==> src/rtl/pong_match_ctrl.sv <==
// pong_match_ctrl: match sequencer for the pong game.
// Derives a once-per-frame tick from v_sync, runs the
// IDLE / SERVE / PLAY / POINT / OVER state machine, keeps both
// scores and gates ball motion in pong_logic via game_run/ball_reset.
module pong_match_ctrl #(
  parameter int WIN_SCORE    = 7,   // 1..15
  parameter int SERVE_FRAMES = 60,  // 1..255
  parameter int POINT_FRAMES = 30   // 1..255
) (
  input  logic       clk_0,
  input  logic       rst,
  input  logic       v_sync,
  input  logic       start_btn,
  input  logic       miss_left,
  input  logic       miss_right,
  output logic       frame_tick,
  output logic       game_run,
  output logic       ball_reset,
  output logic       serve_dir,
  output logic [3:0] score1,
  output logic [3:0] score2,
  output logic       game_over,
  output logic       winner,
  output logic [2:0] state
);

  // State encodings are visible on the state port, so they are fixed.
  localparam logic [2:0] ST_IDLE  = 3'd0;
  localparam logic [2:0] ST_SERVE = 3'd1;
  localparam logic [2:0] ST_PLAY  = 3'd2;
  localparam logic [2:0] ST_POINT = 3'd3;
  localparam logic [2:0] ST_OVER  = 3'd4;

  localparam logic [7:0] SERVE_LOAD = 8'(SERVE_FRAMES);
  localparam logic [7:0] POINT_LOAD = 8'(POINT_FRAMES);
  localparam logic [3:0] WIN_VAL    = 4'(WIN_SCORE);

  // Input conditioning registers.
  logic       vs_q;
  logic       start_q;
  logic       tick_q;
  logic       tick_d;
  logic       start_edge;

  // Match state.
  logic [2:0] state_q, state_d;
  logic [7:0] cnt_q, cnt_d;
  logic [3:0] score1_q, score1_d;
  logic [3:0] score2_q, score2_d;
  logic       dir_q, dir_d;
  logic       winner_q, winner_d;

  // Registered outputs derived from the next state.
  logic       run_q, run_d;
  logic       ball_reset_q, ball_reset_d;
  logic       over_q, over_d;

  // Incremented scores, used both for the update and the win compare.
  logic [3:0] score1_inc;
  logic [3:0] score2_inc;

  assign score1_inc = score1_q + 4'd1;
  assign score2_inc = score2_q + 4'd1;

  // Falling edge of v_sync (active-low pulse) and rising edge of start.
  // Both compare the live input against its one-cycle-old sample, so a
  // triggering input acts on the same edge that samples it.
  assign tick_d     = vs_q & ~v_sync;
  assign start_edge = start_btn & ~start_q;

  // Sample v_sync/start_btn and register the frame tick. The samples
  // reset high so a held-low v_sync or held-high start does not fire.
  always_ff @(posedge clk_0) begin
    if (rst) begin
      vs_q    <= 1'b1;
      start_q <= 1'b1;
      tick_q  <= 1'b0;
    end else begin
      vs_q    <= v_sync;
      start_q <= start_btn;
      tick_q  <= tick_d;
    end
  end

  // State register and all registered match outputs.
  always_ff @(posedge clk_0) begin
    if (rst) begin
      state_q      <= ST_IDLE;
      cnt_q        <= 8'd0;
      score1_q     <= 4'd0;
      score2_q     <= 4'd0;
      dir_q        <= 1'b1;
      winner_q     <= 1'b0;
      run_q        <= 1'b0;
      ball_reset_q <= 1'b0;
      over_q       <= 1'b0;
    end else begin
      state_q      <= state_d;
      cnt_q        <= cnt_d;
      score1_q     <= score1_d;
      score2_q     <= score2_d;
      dir_q        <= dir_d;
      winner_q     <= winner_d;
      run_q        <= run_d;
      ball_reset_q <= ball_reset_d;
      over_q       <= over_d;
    end
  end

  // Next-state logic: transitions, countdown, scoring.
  // The countdown only advances on the registered frame tick, so a tick
  // seen on frame_tick takes effect on the following edge.
  always_comb begin
    state_d  = state_q;
    cnt_d    = cnt_q;
    score1_d = score1_q;
    score2_d = score2_q;
    dir_d    = dir_q;
    winner_d = winner_q;

    case (state_q)
      ST_IDLE, ST_OVER: begin
        if (start_edge) begin
          score1_d = 4'd0;
          score2_d = 4'd0;
          dir_d    = 1'b1;
          cnt_d    = SERVE_LOAD;
          state_d  = ST_SERVE;
        end
      end

      ST_SERVE: begin
        if (tick_q) begin
          if (cnt_q == 8'd1) begin
            state_d = ST_PLAY;
          end else begin
            cnt_d = cnt_q - 8'd1;
          end
        end
      end

      ST_PLAY: begin
        // miss_left has priority; a simultaneous miss_right is dropped.
        if (miss_left) begin
          score2_d = score2_inc;
          dir_d    = 1'b0;
          if (score2_inc == WIN_VAL) begin
            winner_d = 1'b1;
            state_d  = ST_OVER;
          end else begin
            cnt_d   = POINT_LOAD;
            state_d = ST_POINT;
          end
        end else if (miss_right) begin
          score1_d = score1_inc;
          dir_d    = 1'b1;
          if (score1_inc == WIN_VAL) begin
            winner_d = 1'b0;
            state_d  = ST_OVER;
          end else begin
            cnt_d   = POINT_LOAD;
            state_d = ST_POINT;
          end
        end
      end

      ST_POINT: begin
        if (tick_q) begin
          if (cnt_q == 8'd1) begin
            cnt_d   = SERVE_LOAD;
            state_d = ST_SERVE;
          end else begin
            cnt_d = cnt_q - 8'd1;
          end
        end
      end

      default: begin
        // Encodings 5..7 cannot be reached; recover to IDLE.
        state_d = ST_IDLE;
      end
    endcase
  end

  // Output logic: registered flags follow the state being entered.
  // ball_reset fires on every entry into SERVE, which covers both the
  // start edge and the end of a POINT, and lasts exactly one cycle.
  always_comb begin
    run_d        = 1'b0;
    over_d       = 1'b0;
    ball_reset_d = 1'b0;
    if (state_d == ST_PLAY) begin
      run_d = 1'b1;
    end
    if (state_d == ST_OVER) begin
      over_d = 1'b1;
    end
    if ((state_d == ST_SERVE) && (state_q != ST_SERVE)) begin
      ball_reset_d = 1'b1;
    end
  end

  assign frame_tick = tick_q;
  assign game_run   = run_q;
  assign ball_reset = ball_reset_q;
  assign serve_dir  = dir_q;
  assign score1     = score1_q;
  assign score2     = score2_q;
  assign game_over  = over_q;
  assign winner     = winner_q;
  assign state      = state_q;

endmodule

==> config.mk <==
export PLATFORM = sky130hd
export DESIGN_NAME = pong_match_ctrl
export DESIGN_NICKNAME = d
export VERILOG_FILES = /design/src/rtl/pong_match_ctrl.sv
export SDC_FILE = /design/constraint.sdc
export NUM_CORES = 1
export LEC_CHECK = 0
export ABC_AREA = 1
export CORE_MARGIN = 5
export CORE_UTILIZATION = 43
export CTS_BUF_LIST = sky130_fd_sc_hd__clkbuf_16
export CTS_CLUSTER_SIZE = 14
export DETAILED_ROUTE_END_ITERATION = 12
export PLACE_DENSITY = 0.65
export SYNTH_ARGS = -nofsm -noshare
export SYNTH_HDL_FRONTEND = slang
export SYNTH_SLANG_ARGS = --single-unit
export TNS_END_PERCENT = 20
==> constraint.sdc <==
create_clock -name clk_0 -period 4.35 [get_ports clk_0]
set_clock_uncertainty 0.15 [all_clocks]
set_input_delay 0.435 -clock clk_0 [delete_from_list [all_inputs] [get_ports clk_0]]
set_output_delay 0.435 -clock clk_0 [all_outputs]
set_load 0.005 [all_outputs]
==> results.yml <==
run_status:
  status: "completed"
layout:
  postLayoutCoreUtil_pct: 53.41
  num-nets-final: 282
  final_cells: 317
  synthToLayoutAreaGrowth_pct: 21.65
  antenna_cells: 0
  layout_commonest_cell: "nand2_1"
  drive_gt1_share_pct: 11.15
  final_cell_mix: "nand2_1 (63), nor2_1 (42), dfxtp_1 (27)"
cts:
  hold_buffers: 0
  h-tree-depth: 1
  cts_made_buffers: 3
  post-cts-setup-buffers: 0
  cts_resized: 0
  cts_buffer_depth: 2
  clk-insertion-delay-late_ns: 0.26
  numClockSinks: 27
  clkSlewWorstSetupHoldPaths_ns: 0.07
  clockRootBuffer: "clkbuf_16"
  cts_tree: "built"
yosys:
  async_flop_share_pct: 0
  synth_xor_area_share_pct: 1.647
  yosys.area.top_type: "dfxtp_1"
  ys.flop_type: "dfxtp_1"
  synth_compound_area_share_pct: 7.765
  ys_seq_elements: 27
  avgSynthCellArea_um2: 6.485
  syn_nets: 258
  synthAdderAreaFrac_pct: 4.706
  synth_top_family_by_area: "simple AND/OR/NAND/NOR gates"
  syn_inst: 246
  yosysSeqAreaShare_pct: 33.88
  ys_warn_count: 0
  synth_edf_count: 0
  synth.area.mux_share_pct: 0
  netlist_area_mm2: 0.001595
  synth_top_area_share_pct: 33.88
  synth.distinct_cells: 27
  synth_area_leaders: "dfxtp_1 (34%), nand2_1 (15%), nor2_1 (9.9%), nand3_1 (7.2%), inv_1 (5.9%)"
  synth_simple_gate_area_share_pct: 42.82
drt:
  dr_total_vias: 1508
  postRouteAntennaNets: 0
  wl_per_cell_um: 10.78
  firstDrtPassIters: 4
  post-route-drc-count: 0
  drtIter0Drc: 84
  drt_wl_total_um: 3418
  vias_per_cell: 4.757
timing:
  setup_violations: 0
  worst_pin_slew_ns: 0.5348
  setup_tns_ns: 0
  maxSlewHeadroom_pct: 64.31
  fin_crit_sh_pct: 44.20
  fmax_ghz: 0.5201
  slew_violations: 0
  rsz0062_at_grt: "no"
  finalHoldViolations: 0
  fin_crit_ns: 1.923
power_and_ir_drop:
  power.share.sequential_pct: 44.8
  powerDensity_mw_per_mm2: 320.1
  ir_worst_vdd_mv: 0.2325
  p_sw_share_pct: 28.47
  p_int_uw: 444.3
  p_sw_uw: 176.8
  power.share.combinational_pct: 22.0
  power_leakage_uw: 0.0008886
  clkPwrFrac_pct: 33.2
worst_hold_path:
  hold_start: "vs_q"
  min_to: "frame_tick"
  min_path_cells: 2
  hold_class: "register to register"
job:
  drv_cap: 0
critical_path:
  timing_worst_setup_path_type: "register to output pin"
  start_kind: "register"
  crit_start: "state[1]"
  critPathRequiredTime_ns: 3.76
  reg2reg_setup_slack_ns: 2.48
  cp_slowest_stage_delay_ns: 0.57
  reg2regPathDepth: 12
  crit_fanout: 9
  crit_buf_inv: 1
  cp_data_arrival_time_ns: 1.34
  endpoint_kind: "output pin"
  crit-reg2reg-launch: "score2[1]"
  slowest_stage: "clkdlybuf4s50_1"
  timing.rr.end: "cnt_q[4]"
  crit_path_cell_trace: "clkdlybuf4s50_1"
  cp_top_family: "buffers and inverters"
floorplanning:
  die_y_um: 70.91
  ios: 23
  row_count: 22
  coreArea_mm2: 0.003633
  die_w_um: 70.91
  start_util_pct: 43.90
  die_area_mm2: 0.005028
placement:
  io_buffers: 22
  hpwl_um: 2694
  gp_congestion: 0.8170
  placed_cells: 313
global_route:
  grt_pass1_vias: 1439
  antenna_found_initial: 0
  grt_start_max_net_pins: 18
  gr-usage-all-layers_pct: 14.95
  grt-ovfl-total: 0
  grt_pass1_wl_um: 6237
cells in the mapped netlist (2+ instances only):
cell type and number:
inv_1 25, xnor2_1 3, or2_2 2, o21ai_0 6, nor2_4 2, nor2_2 6
nor3_1 3, o21ai_1 2, inv_2 10, a21oi_1 10, nand2_2 2, nand3_1 23
nand4_1 3, ha_1 6, clkbuf_1 2, nor2_1 42, nand2_1 63, dfxtp_1 27
worst max-delay path by stage:
stage,cells after the start,to,slack (ns)
6_report,1,state[1],2.43
2_1_floorplan,12,cnt_q[3],2.70
5_1_grt,12,cnt_q[4],2.29
4_1_cts,1,state[1],2.42
3_3_place_gp,10,cnt_q[1],2.24
3_5_place_dp,11,cnt_q[3],2.23
state kept, by name, indices dropped and copies added (netlist names):
signal and count:
winner 1, cnt_q 8, vs_q 1, score2 4, score1 4, game_run 1
game_over 1, start_q 1, serve_dir 1, ball_reset 1, state 3, frame_tick 1
metal layers:
metal	up-vias	GRT usage (%)	share of wire [%]
li1	819	-	-
met1	668	20.31	50
met2	19	24.72	47
met3	2	2.841	2.6
met4	0	3.132	0.50
met5	-	0	0
layout make-up:
type | count | area (um^2)
Inverter | 35 | 131.4
Fill cell | 393 | 1693
Multi-Input combinational cell | 181 | 908.4
Tap cell | 48 | 60.06
Sequential cell | 27 | 540.5
Clock inverter | 1 | 5.005
Timing Repair Buffer | 22 | 220.2
Clock buffer | 3 | 75.07
logic make-up after synthesis:
kind of cell	Yosys count
adders and majority gates	6
DFF	27
buffers and inverters	38
and+or+nand+nor	150
AOI/OAI and AO/OA	22
xor gates and xnor gates	3
power groups by stage:
stage	Sequential (uW)	Combinational (uW)	Clock [uW]
after floorplan	281	102	0
after global placement	284	136	0
after detailed placement	284	137	0
after CTS	279	137	213
after global routing	281	160	223
final	278	137	206
metrics by stage:
stage	total power (uW)	area, um^2	hold WS, ns	setup WS, ns
floorplan	383.2	1595	0.2424	2.696
global placement	420.8	1861	0.2556	2.237
detailed placement	420.7	1861	0.2574	2.229
CTS	629.4	1941	0.2680	2.420
global route	664.5	1941	0.2853	2.288
finish	621.1	1941	0.2640	2.427
No activity file was read; power rests on OpenSTA's default activity.
